`src/rtl/tx_gearbox_feeder_pkg.sv`:
```
// Shared types and helpers for the TX gearbox feeder.
// Header codes, pause sequence and bit-reversal functions.
package tx_gearbox_feeder_pkg;

  localparam logic [1:0]  HDR_DATA     = 2'b01;
  localparam logic [1:0]  HDR_CTRL     = 2'b10;
  localparam int          SEQ_PAUSE    = 32;
  localparam logic [63:0] FILL_DEFAULT = 64'h1E00_0000_0000_0000;

  typedef struct packed {
    logic [1:0]  head;
    logic [63:0] data;
  } blk_t;

  function automatic logic [63:0] bit64_rev(input logic [63:0] x);
    logic [63:0] r;
    for (int i = 0; i < 64; i++) r[i] = x[63-i];
    return r;
  endfunction

  function automatic logic [1:0] bit2_rev(input logic [1:0] x);
    return {x[0], x[1]};
  endfunction

endpackage

```
`src/rtl/tx_gearbox_feeder_fifo.sv`:
```
// Synchronous 66b block FIFO with registered level.
// Caller guarantees no push when full and no pop when empty.
module tx_blk_fifo
  import tx_gearbox_feeder_pkg::*;
#(
  parameter int DEPTH = 8
) (
  input  logic                   clk,
  input  logic                   rst_n,
  input  logic                   push,
  input  blk_t                   wdata,
  input  logic                   pop,
  output blk_t                   rdata,
  output logic                   full,
  output logic                   empty,
  output logic [$clog2(DEPTH):0] level
);

  localparam int AW = $clog2(DEPTH);
  localparam int LW = AW + 1;

  blk_t          mem [DEPTH];
  logic [AW-1:0] wp;
  logic [AW-1:0] rp;
  logic [LW-1:0] cnt;

  always_ff @(posedge clk) begin
    if (push) mem[wp] <= wdata;
  end

  always_ff @(posedge clk or negedge rst_n) begin
    if (!rst_n) begin
      wp  <= '0;
      rp  <= '0;
      cnt <= '0;
    end else begin
      if (push) wp <= wp + 1'b1;
      if (pop)  rp <= rp + 1'b1;
      unique case ({push, pop})
        2'b10:   cnt <= cnt + LW'(1);
        2'b01:   cnt <= cnt - LW'(1);
        default: cnt <= cnt;
      endcase
    end
  end

  assign rdata = mem[rp];
  assign full  = (cnt == LW'(DEPTH));
  assign empty = (cnt == '0);
  assign level = cnt;

endmodule

```
`src/rtl/tx_gearbox_feeder.sv`:
```
// TX PCS back-end: buffers 66b blocks and feeds the
// external-sequence gearbox with data, header and sequence.
module tx_gearbox_feeder
  import tx_gearbox_feeder_pkg::*;
#(
  parameter int          OUT_W     = 32,
  parameter int          DEPTH     = 8,
  parameter bit          BIT_REV   = 1'b1,
  parameter logic [63:0] FILL_DATA = FILL_DEFAULT
) (
  input  logic                   clk_i,
  input  logic                   rst_n_i,
  input  logic [63:0]            blk_data_i,
  input  logic [1:0]             blk_head_i,
  input  logic                   blk_valid_i,
  output logic                   blk_ready_o,
  output logic [OUT_W-1:0]       data_o,
  output logic [5:0]             head_o,
  output logic [6:0]             sequence_o,
  output logic                   underrun_o,
  output logic [$clog2(DEPTH):0] fifo_level_o,
  output logic [15:0]            underrun_cnt_o,
  input  logic                   clr_cnt_i
);

  localparam int WORDS   = 64 / OUT_W;
  localparam int CNT_MAX = 33 * WORDS - 1;
  localparam int CW      = $clog2(CNT_MAX + 1);

  logic [CW-1:0]    cnt;
  logic [CW-1:0]    seq;
  logic [CW-1:0]    wrd;
  logic             active;
  logic             slot;
  logic             push;
  logic             pop;
  logic             full;
  logic             empty;
  logic             rdy_en;
  blk_t             wr_blk;
  blk_t             rd_blk;
  blk_t             src;
  logic [63:0]      rdat;
  logic [1:0]       rhd;
  logic [OUT_W-1:0] data_q;
  logic [63:0]      blk_q;
  logic [1:0]       head_q;
  logic [5:0]       seq_q;
  logic             underrun_q;
  logic [15:0]      ucnt;

  assign seq    = cnt / CW'(WORDS);
  assign wrd    = cnt % CW'(WORDS);
  assign active = (seq < CW'(SEQ_PAUSE));
  assign slot   = active && (wrd == '0);

  // Ready comes only from registered state, never from this cycle's pop.
  assign blk_ready_o = rdy_en && !full;
  assign push        = blk_valid_i && blk_ready_o;
  assign pop         = slot && !empty;
  assign wr_blk      = {blk_head_i, blk_data_i};

  tx_blk_fifo #(
    .DEPTH (DEPTH)
  ) u_fifo (
    .clk   (clk_i),
    .rst_n (rst_n_i),
    .push  (push),
    .wdata (wr_blk),
    .pop   (pop),
    .rdata (rd_blk),
    .full  (full),
    .empty (empty),
    .level (fifo_level_o)
  );

  always_comb begin
    src = rd_blk;
    if (empty) begin
      src.head = HDR_CTRL;
      src.data = FILL_DATA;
    end
    rdat = BIT_REV ? bit64_rev(src.data) : src.data;
    rhd  = BIT_REV ? bit2_rev(src.head) : src.head;
  end

  always_ff @(posedge clk_i or negedge rst_n_i) begin
    if (!rst_n_i) begin
      cnt        <= '0;
      rdy_en     <= 1'b0;
      data_q     <= '0;
      blk_q      <= '0;
      head_q     <= '0;
      seq_q      <= '0;
      underrun_q <= 1'b0;
      ucnt       <= '0;
    end else begin
      cnt        <= (cnt == CW'(CNT_MAX)) ? '0 : cnt + CW'(1);
      rdy_en     <= 1'b1;
      seq_q      <= 6'(seq);
      underrun_q <= slot && empty;
      // Pause cycles fall through both branches and hold the outputs.
      if (slot) begin
        data_q <= rdat[63 -: OUT_W];
        blk_q  <= rdat;
        head_q <= rhd;
      end else if (active) begin
        data_q <= blk_q[63 - OUT_W * int'(wrd) -: OUT_W];
      end
      if (clr_cnt_i)
        ucnt <= '0;
      else if (slot && empty && ucnt != 16'hFFFF)
        ucnt <= ucnt + 16'd1;
    end
  end

  assign data_o         = data_q;
  assign head_o         = {4'b0000, head_q};
  assign sequence_o     = {1'b0, seq_q};
  assign underrun_o     = underrun_q;
  assign underrun_cnt_o = ucnt;

endmodule

```
`config.mk`:
```
export PLATFORM = sky130hd
export DESIGN_NAME = tx_gearbox_feeder
export DESIGN_NICKNAME = d
export VERILOG_FILES = /design/src/rtl/tx_gearbox_feeder_pkg.sv /design/src/rtl/tx_gearbox_feeder_fifo.sv /design/src/rtl/tx_gearbox_feeder.sv
export SDC_FILE = /design/constraint.sdc
export NUM_CORES = 1
export LEC_CHECK = 0
export CORE_ASPECT_RATIO = 0.5
export CORE_MARGIN = 1
export CORE_UTILIZATION = 55
export CTS_CLUSTER_SIZE = 12
export DETAILED_ROUTE_END_ITERATION = 16
export PLACE_DENSITY = 0.73
export SLEW_MARGIN = 20
export SYNTH_ARGS = -nofsm -noshare
export SYNTH_HDL_FRONTEND = slang
export SYNTH_HIERARCHICAL = 1
export SYNTH_SLANG_ARGS = --single-unit
```
`constraint.sdc`:
```
create_clock -name clk_i -period 10 [get_ports clk_i]
set_input_delay 1.5 -clock clk_i [delete_from_list [all_inputs] [get_ports clk_i]]
set_output_delay 1.5 -clock clk_i [all_outputs]
set_load 0.005 [all_outputs]
```
== Word level (Yosys, flattened, before mapping) ==
Memory sizes are Yosys's and may differ from the RTL's.
Cells that the tools add are included.

* Flip-flop bits (word level): 139
* Bits in writable memories: 528
* Input bits: 70
* Word-level logic and storage cells: 48
* Memories kept: 1

* Add/sub/neg operators: 7
* Order comparisons: 1
* Eq/ne operators: 5
* Shift operators: 1
* Muxes and demuxes: 9
* Reductions and logical operators: 13

{| class="wikitable"
|+ Memories
! name !! depth !! bits a word !! read ports !! clocked after Yosys merged registers in !! wr ports !! RTL line !! text
|-
| u_fifo.mem || 8 || 66 || 1 || 0 || 1 || tx_gearbox_feeder_fifo.sv:22 || <nowiki>blk_t mem [DEPTH];</nowiki>
|}

{| class="wikitable"
|+ Operator list
! cell !! count
|-
| 95-bit by 7-bit indexed part select with 32-bit output || 1
|-
| 66-bit two-way mux || 1
|-
| 32-bit two-way mux || 2
|-
| 16-bit two-way mux || 2
|-
| 16-bit by 1-bit adder with 16-bit output (second input constant) || 1
|-
| 16-bit inequality test (second input constant) || 1
|-
| 4-bit one-hot mux with 2 select lines || 1
|-
| 7-bit by 1-bit adder with 7-bit output (second input constant) || 1
|-
| 7-bit == test (second input constant) || 1
|-
| 7-bit logical NOT || 1
|-
| 7-bit two-way mux || 1
|-
| 6-bit by 6-bit subtractor with 7-bit output (first input constant) || 1
|-
| 3-bit by 1-bit adder with 3-bit output (second input constant) || 2
|-
| 1-bit logical AND || 6
|-
| 6-bit < comparator (second input constant) || 1
|-
| 2-bit nonzero test || 3
|-
| 4-bit by 1-bit adder with 4-bit output (second input constant) || 1
|-
| 4-bit == test (second input constant) || 1
|-
| 4-bit logical NOT || 1
|-
| 4-bit by 1-bit subtractor with 4-bit output (second input constant) || 1
|-
| 2-bit by 1-bit == test with 1-bit output (second input constant) || 1
|-
| 2-bit == test (second input constant) || 1
|-
| 1-bit logical NOT || 2
|-
| 1-bit two-way mux || 2
|}

== Logic depth before layout (Yosys ltp) ==
Gate-level depths: netlist of the first run.

* Depth after elaboration: 6
* Gate-level depth with buffers: 13
* Gate-level depth less buffers: 11

== Modules after synthesis ==
The synthesis of the first run kept the hierarchy.

{| class="wikitable"
|+ By module, submodules not included
! module !! instances !! cells each !! area each (um^2)
|-
| tx_blk_fifo || 1 || 817 || 20,352.0
|-
| tx_gearbox_feeder || 1 || 503 || 4,439.3
|}

== Least setup slack after synthesis of the first run ==
Ideal clock, no wire load.

* Path kind: input to register
* Start: input blk_valid_i
* End: memory u_fifo/mem[2][0] in the netlist's numbering, enable pin
* Library setup time: 571 ps
* Arrival time: 6,327 ps
* Data required time: 9,429 ps
* Setup slack: 3,102 ps
* Stages: 3
* Buffers on the path: 0
* Cell sequence: and2_1 > nand2_1 > nor3_1

* Word-level cells in the longest chain between the ends: 3

{| class="wikitable"
|+ RTL lines
! element !! RTL line !! text
|-
| start: declaration || tx_gearbox_feeder.sv:15 || <nowiki>input logic blk_valid_i,</nowiki>
|-
| 1-bit logical AND || tx_gearbox_feeder.sv:59 || <nowiki>assign push = blk_valid_i && blk_ready_o;</nowiki>
|-
| 1-bit two-way mux || tx_gearbox_feeder_fifo.sv:28 || <nowiki>if (push) mem[wp] <= wdata;</nowiki>
|-
| 1-bit two-way mux (not written as such) || tx_gearbox_feeder_fifo.sv:28 ||
|-
| end: declaration || tx_gearbox_feeder_fifo.sv:22 ||
|}

No other way between the ends.

== Final worst setup path of the first run ==
* Start: input blk_valid_i
* End: memory u_fifo/mem[1][12] in the netlist's numbering, enable pin

* Word-level cells in the longest chain between the ends: 3

{| class="wikitable"
|+ RTL lines
! element !! RTL line !! text
|-
| 1-bit logical AND || tx_gearbox_feeder.sv:59 ||
|-
| via push || tx_gearbox_feeder.sv:35 || <nowiki>logic push;</nowiki>
|-
| 1-bit two-way mux || tx_gearbox_feeder_fifo.sv:28 ||
|-
| 1-bit two-way mux (not written as such) || tx_gearbox_feeder_fifo.sv:28 ||
|}

The timed path passes the listed nets, and every way through them passes these cells.

==> run summary, run 1 <==
final setup fails - 0
Initial Util - 0.564
Hold WC Path Type - reg -> reg
initial antenna violation count - 1
HP Start - cnt[4]
Clk pwr share - 0.276
Clock Path Buffers - 3
Comb pwr share - 0.255
Final TNS setup - 0 ns
P_sw - 2.08 mW
Setup Skew - 0.0288 ns
syn avg cell area - 18.8 µm²
Die Area - 46000 µm²
Hold Crit Depth - 0
clock root buffer - clkbuf_16
Post-synth EDFFs - 528
capturing point of the worst reg2reg path - data_o[3]
Seq cells post-synth - 635
Clock Latency Late Sink - 0.60 ns
fin crit share - 0.387
share of layout cells above drive strength 1 - 0.206
post-synthesis sequential area ratio - 0.748
gp weighted congestion - 0.743
TritonRoute pass-1 iters - 7
CP peak stage delay - 0.81 ns
synth warn - 6
Hold EP - seq_q[3]
RSZ-0062 raised after global routing - false
VDD IR max - 233 µV
max_cap viols - 0
Die Ht - 152 µm
Slew headroom - 0.244
Routed Wire Length - 51900 µm
Critical Path Sink Type - register
Critical Path AT - 4.07 ns
post-CTS setup buffer count - 0
crit-path cells - clkdlybuf4s50_1 -> and2_1 -> nand2b_1 -> nor2_4 -> buf_4
switch share - 0.278
min Tclk post-route - 3.87 ns
status - completed
# hold bufs at CTS - 0
via-per-instance ratio - 5.92
Core ar. - 44000 µm²
Power Dens Cells - 262 nW/µm²
RR Startpoint - u_fifo/rp[1]
Die Wd - 302 µm
crit path kind - in -> reg
most frequent cells in the layout - edfxtp_1, mux4_2, clkdlybuf4s50_1
First DRT Iteration DRCs - 912
vias in the first global route - 13008
commonest non-fill, non-tap cell in the layout - edfxtp_1
cts repair resizes - 0
Startpoint Class - primary input
total number of vias - 12427
GR Overflow Total - 0
Synth async-reset ratio - 0.169
largest net degree at the start of global routing - 111
internal power - 5.40 mW
flop-to-flop setup slack - 6.48 ns
clock-pin slew on the worst setup and hold paths - 0.06 ns
Sink Count - 635
placed wire-length estimate - 29300 µm
synthesized area - 24800 µm²
residual DRC count - 0
NumNets Final - 1539
Post-DRT Antenna Nets - 0
Rows - 54
Pleak - 9.50 nW
Layout area overhead - 15.0%
CTS tree - yes
Final Hold Vio Count - 0
crit path max fanout - 48
TritonCTS buffer count - 59
Hold Slack - 0.458 ns
fmax - 0.259 GHz
DR WL/cell - 24.7 µm
cells after synthesis - 1320
Ports - 137
Final Max Slew Viols - 0
synth unique cells - 41
GRT Util Overall - 0.232
H-Tree Depth - 2
first-pass GRT wire length - 79500 µm
WP data required - 10.20 ns
Seq pwr share - 0.469
Worst Reg-to-Reg Cells - 7
I/O Buffers - 131
crit path max-delay cell type - buf_4
Tightest Pin Transition - 1.13 ns
Finished Core Util - 0.648
Top FF cell, synth - edfxtp_1
critical path, delay by kind of cell:
kind / cells / cell delay (ns)
buf+inv: 2 / 1.28
simple gates: 3 / 1.25
power by group through the flow:
stage               Sequential [mW]  Clock, mW  Combinational, mW
finish                         3.51       2.07               1.90
global route                   3.55       2.21               2.06
CTS                            3.51       2.10               1.93
detailed placement             3.56          0               1.91
global placement               3.54          0               1.88
floorplan                      3.39          0               1.40
synth_stat cells (10+ instances only):
cell	instances	area share
edfxtp_1	528	0.64
mux4_2	132	0.12
dfrtp_1	107	0.11
nand2_1	104	0.016
mux2_2	72	0.033
o21ai_0	69	0.014
nor2_1	56	0.0085
clkbuf_1	45	0.0068
a21oi_1	44	0.0089
nand2b_1	35	0.0088
buf_2	14	0.0028
buf_6	10	0.0045
worst max-delay path by stage:
stage,to,cells past startpoint,start
detailed placement,u_fifo/mem[1][3],5,blk_valid_i
finish,u_fifo/mem[1][12],5,blk_valid_i
CTS,u_fifo/mem[1][19],5,blk_valid_i
global placement,u_fifo/mem[1][35],5,blk_valid_i
floorplan,u_fifo/mem[2][0],3,blk_valid_i
global route,u_fifo/mem[1][4],5,blk_valid_i
stage by stage:
stage / instances / worst slack [ns] / cell area, µm² / total power [mW]
3_3_place_gp: 1987 / 5.64 / 26700 / 5.43
5_1_grt: 2100 / 6.03 / 28500 / 7.81
3_5_place_dp: 1987 / 5.53 / 26700 / 5.48
2_1_floorplan: 1324 / 3.10 / 24800 / 4.79
4_1_cts: 2098 / 6.15 / 28500 / 7.55
6_report: 2100 / 6.13 / 28500 / 7.48
registers in the layout (all words and copies together), names as in the netlist:
| name | flops |
|---|---|
| head_q | 2 |
| underrun_cnt_o | 16 |
| rdy_en | 1 |
| cnt | 7 |
| seq_q | 6 |
| underrun_o | 1 |
| blk_q | 32 |
| u_fifo/rp | 3 |
| u_fifo/mem | 528 |
| u_fifo/level | 4 |
| data_o | 32 |
| u_fifo/wp | 3 |
logic make-up after synthesis:
family / Yosys count / share of synthesized area
compound gates: 125 / 0.0266
xor+xnor: 15 / 0.00530
fa+ha+maj: 8 / 0.00404
buf+inv: 86 / 0.0176
flops: 635 / 0.748
mux: 205 / 0.153
other cells: 2 / 0.000303
simple gates: 244 / 0.0456
layer usage:
layer	global-route usage	routed length, µm	up-vias
li1	-	-	5454
met1	0.332	22100	6536
met2	0.382	26000	387
met3	0.0416	3140	50
met4	0.0414	632	0
met5	0	0	-
final cells by class:
class	instances	area, µm²
diodes	1	2.50
clock buffers	109	1730
multi-input cells	603	5920
repair buffers	155	1520
flip-flops and latches	635	18500
clock inverters	2	25.0
well taps	588	736
fillers	2883	15500
inverters	7	26.3
Note: power is estimated with default switching activity, not from simulation.
==> inputs of run 2 (changes only) <==
--- a/config.mk
+++ b/config.mk
@@ -7,10 +7,10 @@
 export LEC_CHECK = 0
 export CORE_ASPECT_RATIO = 0.5
 export CORE_MARGIN = 1
-export CORE_UTILIZATION = 55
+export CORE_UTILIZATION = 53
 export CTS_CLUSTER_SIZE = 12
 export DETAILED_ROUTE_END_ITERATION = 16
-export PLACE_DENSITY = 0.73
+export PLACE_DENSITY = 0.74
 export SLEW_MARGIN = 20
 export SYNTH_ARGS = -nofsm -noshare
 export SYNTH_HDL_FRONTEND = slang
==> constraint.sdc (replaced) <==
create_clock -name clk_i -period 3.16 [get_ports clk_i]
set_input_delay 0.474 -clock clk_i [delete_from_list [all_inputs] [get_ports clk_i]]
set_output_delay 0.474 -clock clk_i [all_outputs]
set_load 0.005 [all_outputs]
==> run 2 against run 1 <==
Flip-flop and latch count unchanged. Via count increased by 2.7%. First-iteration DRC count increased by 48%. Cell area increased by 2.0%. Global-route usage increased by 0.37 points. Setup slack got worse by 5.5 ns. Hold slack got worse by 0.097 ns. Critical path depth increased by 2. Critical path type is now reg -> reg. Critical endpoint is now data_o[1]. Largest power group unchanged.
==> run summary, run 2 (same netlist as run 1, synthesis figures left out) <==
Sink Count - 635 (unchanged)
RR Startpoint - u_fifo/rp[0]
largest net degree at the start of global routing - 75 (-32%)
fmax - 0.396 GHz
Hold WC Path Type - in -> async
crit path max fanout - 49 (+2.1%)
Die Wd - 308 µm (+1.9%)
Rows - 55 (+1.9%)
Top reg by flops - u_fifo/mem
clock root buffer - clkbuf_16
placed wire-length estimate - 32800 µm (+12%)
Setup Skew - 0.0368 ns (+0.00801 ns)
min Tclk post-route - 2.53 ns
Worst Reg-to-Reg Cells - 7 (unchanged)
TritonCTS buffer count - 59 (unchanged)
Tightest Pin Transition - 0.902 ns (-0.232 ns)
NumNets Final - 1564 (+1.6%)
VDD IR max - 565 µV (+140%)
Die Ht - 155 µm (+1.8%)
GRT Util Overall - 0.236 (+0.00373)
RSZ-0062 raised after global routing - false
fin crit share - 0.800
via-per-instance ratio - 5.89 (-0.39%)
Die Area - 47700 µm² (+3.7%)
Cell Area, Placed - 27300 µm² (+2.3%)
vias in the first global route - 13274 (+2.0%)
initial antenna violation count - 3 (+2)
post-CTS setup buffer count - 0 (unchanged)
Core ar. - 45700 µm² (+3.9%)
Critical Path Sink Type - register
First DRT Iteration DRCs - 1351 (+48%)
share of layout cells above drive strength 1 - 0.219 (+0.0136)
Clock Latency Late Sink - 0.63 ns (+0.03 ns)
CTS tree - yes
Hold Slack - 0.361 ns (-0.0975 ns)
Final Hold Vio Count - 0 (unchanged)
H-Tree Depth - 2 (unchanged)
commonest non-fill, non-tap cell in the layout - edfxtp_1
WP data required - 3.61 ns (-6.59 ns)
most frequent cells in the layout - edfxtp_1, mux4_2, clkdlybuf4s50_1
status - completed
Post-DRT Antenna Nets - 0 (unchanged)
max_cap viols - 0 (unchanged)
Clock Path Buffers - 3 (unchanged)
design area - 29100 µm² (+2.0%)
max FFs per register - 528 (unchanged)
Power Dens Cells - 827 nW/µm² (+220%)
crit path kind - reg -> reg
Startpoint Class - register
DR WL/cell - 25.2 µm (+1.8%)
Layout area overhead - 17.3%
cts repair resizes - 0 (unchanged)
first-pass GRT wire length - 83200 µm (+4.6%)
total number of vias - 12768 (+2.7%)
gp weighted congestion - 0.766 (+3.1%)
clock-pin slew on the worst setup and hold paths - 0.06 ns (about the same)
# hold bufs at CTS - 1 (+1)
final setup fails - 0 (unchanged)
Pleak - 9.71 nW (+2.2%)
Critical Path AT - 2.97 ns (-1.10 ns)
Initial Util - 0.543 (-0.0211)
flop-to-flop setup slack - 0.63 ns (-5.85 ns)
residual DRC count - 0 (unchanged)
worst setup margin - 0.633 ns (-5.50 ns)
total power - 24.0 mW (+220%)
Final Max Slew Viols - 0 (unchanged)
capturing point of the worst reg2reg path - data_o[1]
GR Overflow Total - 0 (unchanged)
Place WS - 0.540 ns (-4.99 ns)
I/O Buffers - 131 (unchanged)
Ports - 137 (unchanged)
Slew headroom - 0.398 (+0.154)
TritonRoute pass-1 iters - 5 (-2)
Routed Wire Length - 54500 µm (+5.0%)
## run 2: cell type report
class | instances | area, µm²
fillers | 3061 | 16600
clock buffers | 106 | 1650
flip-flops and latches | 635 | 18500
multi-input cells | 603 | 5930
diodes | 3 | 7.51
well taps | 627 | 785
clock inverters | 5 | 90.1
repair buffers | 180 | 2040
inverters | 7 | 26.3
## run 2: critical path, cell delays in order (launching register included)
cell	delay (ns)
dfrtp_4	0.59
buf_12	0.36
mux4_2	0.57
mux2_2	0.28
nand2b_1	0.10
nor2_1	0.06
a21oi_1	0.20
o21ai_0	0.11
## run 2: where the power goes
group          internal, mW  total, mW  switching (mW)
clock network          3.54       6.52            2.98
registers              10.2       10.9           0.745
logic                  3.48       6.60            3.12
total                  17.2       24.0            6.85
## run 2: metal layers
layer,GRT usage,up-vias,wire (µm)
li1,-,5520,-
met1,0.335,6704,23000
met2,0.384,464,26800
met3,0.0445,80,3680
met4,0.0552,0,1010
met5,0,-,0
## run 2: through the flow
step | instances | util | setup TNS, ns
2_1_floorplan | 1324 | - | -34.52
3_3_place_gp | 2051 | 0.598 | 0
3_5_place_dp | 2051 | 0.598 | 0
4_1_cts | 2163 | 0.636 | 0
5_1_grt | 2165 | 0.636 | 0
6_report | 2166 | 0.636 | 0
## run 2: worst max path at each step
stage / startpoint / to / depth (start not counted)
2_1_floorplan: u_fifo/level[3] / u_fifo/mem[1][0] / 5
4_1_cts: u_fifo/rp[0] / data_o[1] / 7
6_report: u_fifo/rp[0] / data_o[1] / 7
5_1_grt: u_fifo/rp[0] / data_o[1] / 7
3_3_place_gp: blk_valid_i / u_fifo/level[2] / 10
3_5_place_dp: blk_valid_i / u_fifo/mem[2][26] / 5
